### src/rtl/tdm_demux4_pkg.sv
// Shared TDM definitions: slot count and slot encoding used by both the
// mux-side transmitter and the demux-side receiver.
package tdm_pkg;

  localparam int unsigned NUM_SLOTS = 4;

  typedef enum logic [1:0] {
    SLOT0,
    SLOT1,
    SLOT2,
    SLOT3
  } slot_t;

endpackage

### src/rtl/tdm_demux4_if.sv
// Bus bundle for the 4-slot TDM demux: serial input beat handshake,
// parallel frame output handshake and debug/status signals.
interface tdm_demux4_if #(
  parameter int unsigned WIDTH = 8
) ();

  logic [WIDTH-1:0] din;
  logic             din_valid;
  logic             din_sof;
  logic             din_ready;
  logic [WIDTH-1:0] d0;
  logic [WIDTH-1:0] d1;
  logic [WIDTH-1:0] d2;
  logic [WIDTH-1:0] d3;
  logic             out_valid;
  logic             out_ready;
  logic [1:0]       slot;
  logic             frame_err;

  // Producer of serial beats and consumer of parallel frames
  modport master (
    output din, din_valid, din_sof, out_ready,
    input  din_ready, d0, d1, d2, d3, out_valid, slot, frame_err
  );

  // The demux itself
  modport slave (
    input  din, din_valid, din_sof, out_ready,
    output din_ready, d0, d1, d2, d3, out_valid, slot, frame_err
  );

endinterface

### src/rtl/tdm_demux4.sv
// 4-slot TDM demultiplexer: steers accepted serial beats into a staging
// bank by slot counter and presents each complete frame as four parallel
// words behind a valid/ready handshake.
module tdm_demux4
  import tdm_pkg::*;
#(
  parameter int unsigned WIDTH = 8
) (
  input logic          clk,
  input logic          rst_n,
  tdm_demux4_if.slave  bus
);

  slot_t slot_q, slot_d;

  // Slots 0..NUM_SLOTS-2 are staged; the last word goes straight from din
  // into the output register on the completing edge.
  logic [NUM_SLOTS-2:0][WIDTH-1:0] stage_q, stage_d;
  logic [NUM_SLOTS-1:0][WIDTH-1:0] dout_q, dout_d;
  logic                            out_valid_q, out_valid_d;
  logic                            frame_err_q, frame_err_d;

  logic din_ready;
  logic accept;
  logic complete;

  // State and datapath registers with synchronous active-low reset
  always_ff @(posedge clk) begin
    if (!rst_n) begin
      slot_q      <= SLOT0;
      stage_q     <= '0;
      dout_q      <= '0;
      out_valid_q <= 1'b0;
      frame_err_q <= 1'b0;
    end else begin
      slot_q      <= slot_d;
      stage_q     <= stage_d;
      dout_q      <= dout_d;
      out_valid_q <= out_valid_d;
      frame_err_q <= frame_err_d;
    end
  end

  // Next slot: sof restarts at slot 1, otherwise advance with wrap
  always_comb begin
    slot_d = slot_q;
    if (accept) begin
      if (bus.din_sof) begin
        slot_d = SLOT1;
      end else begin
        case (slot_q)
          SLOT0:   slot_d = SLOT1;
          SLOT1:   slot_d = SLOT2;
          SLOT2:   slot_d = SLOT3;
          SLOT3:   slot_d = SLOT0;
          default: slot_d = SLOT0;
        endcase
      end
    end
  end

  // Handshake decode: only the completing beat stalls on a pending frame
  always_comb begin
    din_ready = rst_n && !((slot_q == SLOT3) && out_valid_q && !bus.out_ready);
    accept    = bus.din_valid && din_ready;
    complete  = accept && !bus.din_sof && (slot_q == SLOT3);
  end

  // Staging writes, frame hand-off and error pulse
  always_comb begin
    stage_d     = stage_q;
    dout_d      = dout_q;
    out_valid_d = out_valid_q;
    frame_err_d = 1'b0;

    if (accept) begin
      if (bus.din_sof) begin
        stage_d[0]  = bus.din;
        frame_err_d = (slot_q != SLOT0);
      end else begin
        case (slot_q)
          SLOT0:   stage_d[0] = bus.din;
          SLOT1:   stage_d[1] = bus.din;
          SLOT2:   stage_d[2] = bus.din;
          default: ;
        endcase
      end
    end

    // Consume first, then let a same-edge completion re-assert valid
    if (bus.out_ready) begin
      out_valid_d = 1'b0;
    end
    if (complete) begin
      dout_d      = {bus.din, stage_q[2], stage_q[1], stage_q[0]};
      out_valid_d = 1'b1;
    end
  end

  // Drive interface outputs
  always_comb begin
    bus.din_ready = din_ready;
    bus.d0        = dout_q[0];
    bus.d1        = dout_q[1];
    bus.d2        = dout_q[2];
    bus.d3        = dout_q[3];
    bus.out_valid = out_valid_q;
    bus.slot      = slot_q;
    bus.frame_err = frame_err_q;
  end

endmodule

### src/flat_wrapper.sv
// flat-port wrapper written by rule: the top's interface ports become plain ports
module tdm_demux4_flat import tdm_pkg::*;
#(
  parameter int unsigned WIDTH = 8
)
  (clk, rst_n, bus_din, bus_din_valid, bus_din_sof, bus_out_ready, bus_din_ready, bus_d0, bus_d1, bus_d2, bus_d3, bus_out_valid, bus_slot, bus_frame_err);
  tdm_demux4_if #(.WIDTH(WIDTH)) bus_i ();
  input logic clk;
  input logic rst_n;
  input wire logic [$bits(bus_i.din)-1:0] bus_din;
  input wire logic [$bits(bus_i.din_valid)-1:0] bus_din_valid;
  input wire logic [$bits(bus_i.din_sof)-1:0] bus_din_sof;
  input wire logic [$bits(bus_i.out_ready)-1:0] bus_out_ready;
  output wire logic [$bits(bus_i.din_ready)-1:0] bus_din_ready;
  output wire logic [$bits(bus_i.d0)-1:0] bus_d0;
  output wire logic [$bits(bus_i.d1)-1:0] bus_d1;
  output wire logic [$bits(bus_i.d2)-1:0] bus_d2;
  output wire logic [$bits(bus_i.d3)-1:0] bus_d3;
  output wire logic [$bits(bus_i.out_valid)-1:0] bus_out_valid;
  output wire logic [$bits(bus_i.slot)-1:0] bus_slot;
  output wire logic [$bits(bus_i.frame_err)-1:0] bus_frame_err;
  assign bus_i.din = bus_din;
  assign bus_i.din_valid = bus_din_valid;
  assign bus_i.din_sof = bus_din_sof;
  assign bus_i.out_ready = bus_out_ready;
  assign bus_din_ready = bus_i.din_ready;
  assign bus_d0 = bus_i.d0;
  assign bus_d1 = bus_i.d1;
  assign bus_d2 = bus_i.d2;
  assign bus_d3 = bus_i.d3;
  assign bus_out_valid = bus_i.out_valid;
  assign bus_slot = bus_i.slot;
  assign bus_frame_err = bus_i.frame_err;
  tdm_demux4 #(.WIDTH(WIDTH)) u_core (.clk(clk), .rst_n(rst_n), .bus(bus_i));
endmodule
### config.mk
export PLATFORM = sky130hd
export DESIGN_NAME = tdm_demux4_flat
export DESIGN_NICKNAME = d
export VERILOG_FILES = /design/src/rtl/tdm_demux4_pkg.sv /design/src/rtl/tdm_demux4_if.sv /design/src/rtl/tdm_demux4.sv /design/src/flat_wrapper.sv
export SDC_FILE = /design/constraint.sdc
export NUM_CORES = 1
export LEC_CHECK = 0
export CAP_MARGIN = 20
export CORE_UTILIZATION = 53
export DETAILED_ROUTE_END_ITERATION = 12
export DONT_BUFFER_PORTS = 1
export PLACE_DENSITY = 0.68
export SLEW_MARGIN = 20
export SYNTH_ARGS = -nofsm -noshare
export SYNTH_HDL_FRONTEND = slang
export SYNTH_SLANG_ARGS = --single-unit
### constraint.sdc
create_clock -name clk -period 2.3 [get_ports clk]
set_input_delay 0.46 -clock clk [delete_from_list [all_inputs] [get_ports clk]]
set_output_delay 0.46 -clock clk [all_outputs]
set_load 0.005 [all_outputs]
== After elaboration in Yosys (flattened, before gate mapping) ==
Cells that the tools add are included.
Widths: inputs -> output; s select.
Word-level totals
  bits in registers: 60
  bits in latches: 0
  RAM bits: 0
  bits in read-only memories: 0
  input bits: 13
  output and inout port bits: 37
  memories: 0
Cells by class
  add/subtract/negate cells: 0
  multipliers: 0
  divide/modulo/power cells: 0
  $lt $le $gt $ge: 0
  equal/unequal tests: 3
  shifts and indexed selects: 0
  muxes and demuxes: 6
  bitwise operators: 1
  reduce and logical (&&, ||, !) cells: 17
Operators with widths (count)
  $mux 8: 2
  $reduce_and 3->1: 3
  $pmux 2 s4: 1
  $logic_and 1x1->1: 6
  $reduce_bool 2->1: 3
  $eq 2x2->1 const B: 2
  $logic_not 1->1: 3
  $eq 2x1->1 const B: 1
  $logic_not 2->1: 1
  $mux 1: 2
  $mux 2: 1
  $reduce_and 2->1: 1
  $not 1->1: 1

== Longest topological paths before layout ==
  depth in word-level cells: 9
  gate-level depth with buffers: 6

== Least setup slack after synthesis ==
OpenSTA, ideal clock, no wires.
  kind: in2out
  start point: in rst_n
  end point: out bus_din_ready
  arrival: 1.243 ns
  slack: 0.597 ns
  cell stages on the path: 4
  buffers on the path: 3
  path through: buf_2 buf_2 buf_1 nor2b_1
On the way
  word-level cells in the longest chain between the ends: 1
RTL lines
  start, declared: RTL line flat_wrapper.sv:9  | input logic rst_n;
  $logic_and 1x1->1: RTL line tdm_demux4.sv:64  | din_ready = rst_n && !((slot_q == SLOT3) && out_valid_q && !bus.out_ready);
  end, declared: RTL line flat_wrapper.sv:14  | output wire logic [$bits(bus_i.din_ready)-1:0] bus_din_ready;
No other way between the ends.

== Worst setup path after layout ==
  start point: reg u_core.slot_q[0], in the netlist u_core.bus.slot[0]
  end point: out bus_din_ready
On the way
  word-level cells in the longest chain between the ends: 5
RTL lines
  start, declared: RTL line tdm_demux4.sv:14  | slot_t slot_q, slot_d;
  start signal, assigned: RTL line tdm_demux4.sv:36  | slot_q <= slot_d;
  $eq 2x2->1: RTL line tdm_demux4.sv:64
  $logic_and 1x1->1 (2 in a row): RTL line tdm_demux4.sv:64
  $logic_not 1->1: RTL line tdm_demux4.sv:64
  $logic_and 1x1->1: RTL line tdm_demux4.sv:64
No other way between the ends.

==> flow_results.org <==
** Drt
- In the final routed layout, each cell accounts on average for 15.7 um.
- Summed over all layers, the routed wires come to between 4000 and 5000 um.
- Remaining antenna violation count :: 0
- Using the TritonRoute via totals, the vias-per-cell ratio works out to 5.34.
- In the routed design, unresolved DRC markers number 0.
- The routed layout has 1459 vias.
- The first routing iteration left 78 violations.
- Count of TritonRoute iterations in the first routing pass :: 4

** Worst setup path
- Critical-path cell list :: ha_1, and3b_1, nor2b_1
- Worst path required time :: about 1.8 ns
- STA classifies the critical path startpoint as a flip-flop.
- On the worst path, the slowest cell contributes a delay of approximately 0.44 ns.
- Data arrival at the endpoint of the critical path :: 1.46 ns
- The worst register-to-register path has a depth of 4.
- Critical path startpoint :: u_core.bus.slot[0]
- Crit-path max FO :: 7
- The worst setup path is captured at an output pin.
- In this run the critical register-to-register path is launched from u_core.bus.slot[0].
- Worst Path Class, Setup :: flip-flop to output pin
- Worst-path cell with the longest stage delay :: dfxtp_1

** Clock tree
- Clock latency on the worst-skew pair, taken at its later pin, is between 0.3 and 0.4 ns.
- TritonCTS clock tree :: done
- Clock root buffer :: clkbuf_8
- CTS Buf Count :: 9
- Maximum level of the CTS H-tree :: 3
- CTS hold repair buffers :: 0
- Clock transition at the register clock pins on the worst setup and hold paths after CTS :: 0.06 ns
- No sink is reached through more buffers than the 2 on the longest clock path.
- TritonCTS Sinks :: 60
- Post-cts resize count :: 0
- Post-CTS timing repair inserted 0 buffers for setup.

** GRT
- Vias in the first global route :: around 1500
- Pin count of the biggest net entering global routing :: 70
- Grt total ovfl :: 0
- Initial antenna violation count :: 0
- Wire length of the first global-routing pass :: 6930 um
- For this run, the total global-route usage over all layers was measured as about a fifth.

** Synth
- In this run the mean area of a mapped cell was approximately 11 um2.
- In this run the cell area of the synthesized design comes to 0.00233 mm2.
- Sequential area share after synthesis :: around half
- Synthesized-area fraction occupied by and/or/nand/nor cells :: between 10% and 20%
- Cell type contributing the most total cell area after synthesis :: dfxtp_1
- Async set-reset flop share out of synthesis :: 0%
- For this run, the leading register cell type out of synthesis is dfxtp_1.
- In this run, distinct cell masters in the synthesized netlist total 26.
- Multiplexer share of the synthesized area :: approximately a quarter
- Synth Register Bits :: 60
- Synth area leaders :: dfxtp_1 52%, mux2i_1 24%, nand2_1 10%, ha_1 2.2%, buf_8 1.9%
- By area, the combinational part of the netlist is dominated by multiplexers.
- Arithmetic-cell share of the synthesized area counting full adders, half adders and majority gates :: 2.15%
- The synthesized design contains 0 enable-type register cells.
- Fraction of post-synthesis cell area in the top cell type by area :: 51.6%
- Summing the areas of all compound-gate instances in the mapped netlist gives 1.24% of the synthesized area.
- Counting every net in the synthesized netlist gives 235.
- The Yosys step of the flow raised 0 warnings.
- Xor-xnor portion of the synthesized cell area :: 0%
- Synthesis produced a netlist whose cell count is 218.

** Power and ir drop
- Highest ir drop seen on vdd :: 0.437 mV
- Power spread over the standard cell area amounts to 876 mW/mm2.
- Overall power consumption :: 2.23 mW
- In this run the static leakage power is 0.889 nW.

** Final layout
- FF/Latch Area :: around 0.0012 mm2
- From synthesis to final layout, the design area changed by 9.52%.
- Cells with a size suffix above 1 make up between 10% and 20% of the layout.
- 0 antenna diodes ended up in the layout.
- After filler insertion, the fill cell instance count of the layout stands at 325.
- Total number of nets in the final design :: 235
- The multi-input combinational cells in the finished layout cover a total of 0.00101 mm2.
- Most frequent standard cell in the layout excluding fill and tap cells :: nand2_1
- In the layout the commonest cells are 64 x nand2_1, 60 x dfxtp_1, 56 x mux2i_1, 9 x clkbuf_8.

** Min path
- Instance count along the most critical hold path :: 1
- The path class of the tightest hold or removal check is input pin to flip-flop.
- The startpoint identified for the worst hold timing path is rst_n.

** Place
- The count of buffers added on input and output ports is 0.
- The wire-length estimate of the detail-placed layout is 2930 um.
- The congestion estimate from routability-driven global placement came to 0.686.

** STA
- Slew @ Worst Pin :: between 0.4 and 0.5 ns
- The total count of max-transition violations in the final report is 0.
- The final hold violation count was 0.
- Slew HR :: between 60 and 70%
- Largest clock skew in the final design :: 0.00251 ns
- For this run, the top clock speed supported by timing is 522 MHz.
- Total Neg Setup Slack :: 0 ns
- Min cycle time layout :: 1.92 ns
- Post-route fraction of the period consumed by the critical path :: 83.4%
- Unrepaired setup endpoints after global routing :: no
- Setup-violating endpoint count in the final report :: 0

** Die
- The die is 68.2 um wide.
- From bottom edge to top edge, the die measures 68.2 um.
- In this run the standard cell core region covers 0.00412 mm2.
- The die covers 0.00466 mm2.
- Once the floorplan was initialized, standard cells occupied 56.5% of the core.
- I/O pin cnt :: 50
- Row Count :: 23

** Job
- Count of maximum capacitance violations :: 0

** Status
- Outcome :: completed
-- synthesized netlist by cell type (2+ instances only) --
library cell and n:
nor4b_2 3, nand2_1 64, buf_2 2, buf_4 3
inv_1 2, dfxtp_1 60, buf_8 3, mux2i_1 56
clkbuf_1 5, ha_1 4
-- kinds of logic after synthesis --
kind of cell | after synthesis
compound gates | 4
fa+ha+maj | 4
buf+inv | 17
flops | 60
mux | 56
simple gates | 77
-- final timing paths --
path | end | slack [ns]
hold / removal | u_core.bus.out_valid | 0.25
setup reg to reg | u_core.stage_q[4] | 0.61
setup / recovery | bus_din_ready | 0.38
hold reg to reg | u_core.stage_q[21] | 0.46
-- worst max-delay path, delay by kind of cell (launching register included) --
family | cells | cell delay, ns
and+or+nand+nor | 2 | 0.47
DFF | 1 | 0.44
adders and majority gates | 1 | 0.22
-- final cells by class --
type	count	area share, %
Clock buffer	11	5.16
Clock inverter	5	3.93
Inverter	2	0.295
Multi-Input combinational cell	141	39.8
Sequential cell	60	47.2
Tap cell	50	2.46
Timing Repair Buffer	4	1.18
-- per-layer routing --
metal,track usage [%],vias to the layer above,wire [um]
met3,7.17,10,238
met4,14.3,0,109
li1,-,724,-
met1,23.8,685,1910
met5,0,-,0
met2,32.4,40,2020
-- power breakdown --
group,total [mW],internal [mW],switching [mW]
combinational,0.0618,0.0259,0.0359
sequential,1.06,1.05,0.00812
clock,1.11,0.717,0.392
-- state kept, by name (all words and copies together), names as in the netlist --
name / flops
u_core.bus.d0: 8
u_core.bus.d1: 8
u_core.bus.d2: 8
u_core.bus.d3: 8
u_core.bus.frame_err: 1
u_core.bus.out_valid: 1
u_core.bus.slot: 2
u_core.stage_q: 24
-- per-stage QoR --
step | util (%) | instances | setup WS [ns] | instance area, um2 | hold slack (ns)
3_3_place_gp | 56.3 | 257 | 0.694 | 2320 | 0.457
2_1_floorplan | - | 218 | 0.597 | 2330 | 0.443
3_5_place_dp | 56.3 | 257 | 0.619 | 2320 | 0.460
6_report | 61.9 | 273 | 0.383 | 2550 | 0.246
4_1_cts | 61.9 | 273 | 0.361 | 2550 | 0.234
5_1_grt | 61.9 | 273 | 0.260 | 2550 | 0.236
Power figures use the tool's default switching activity.
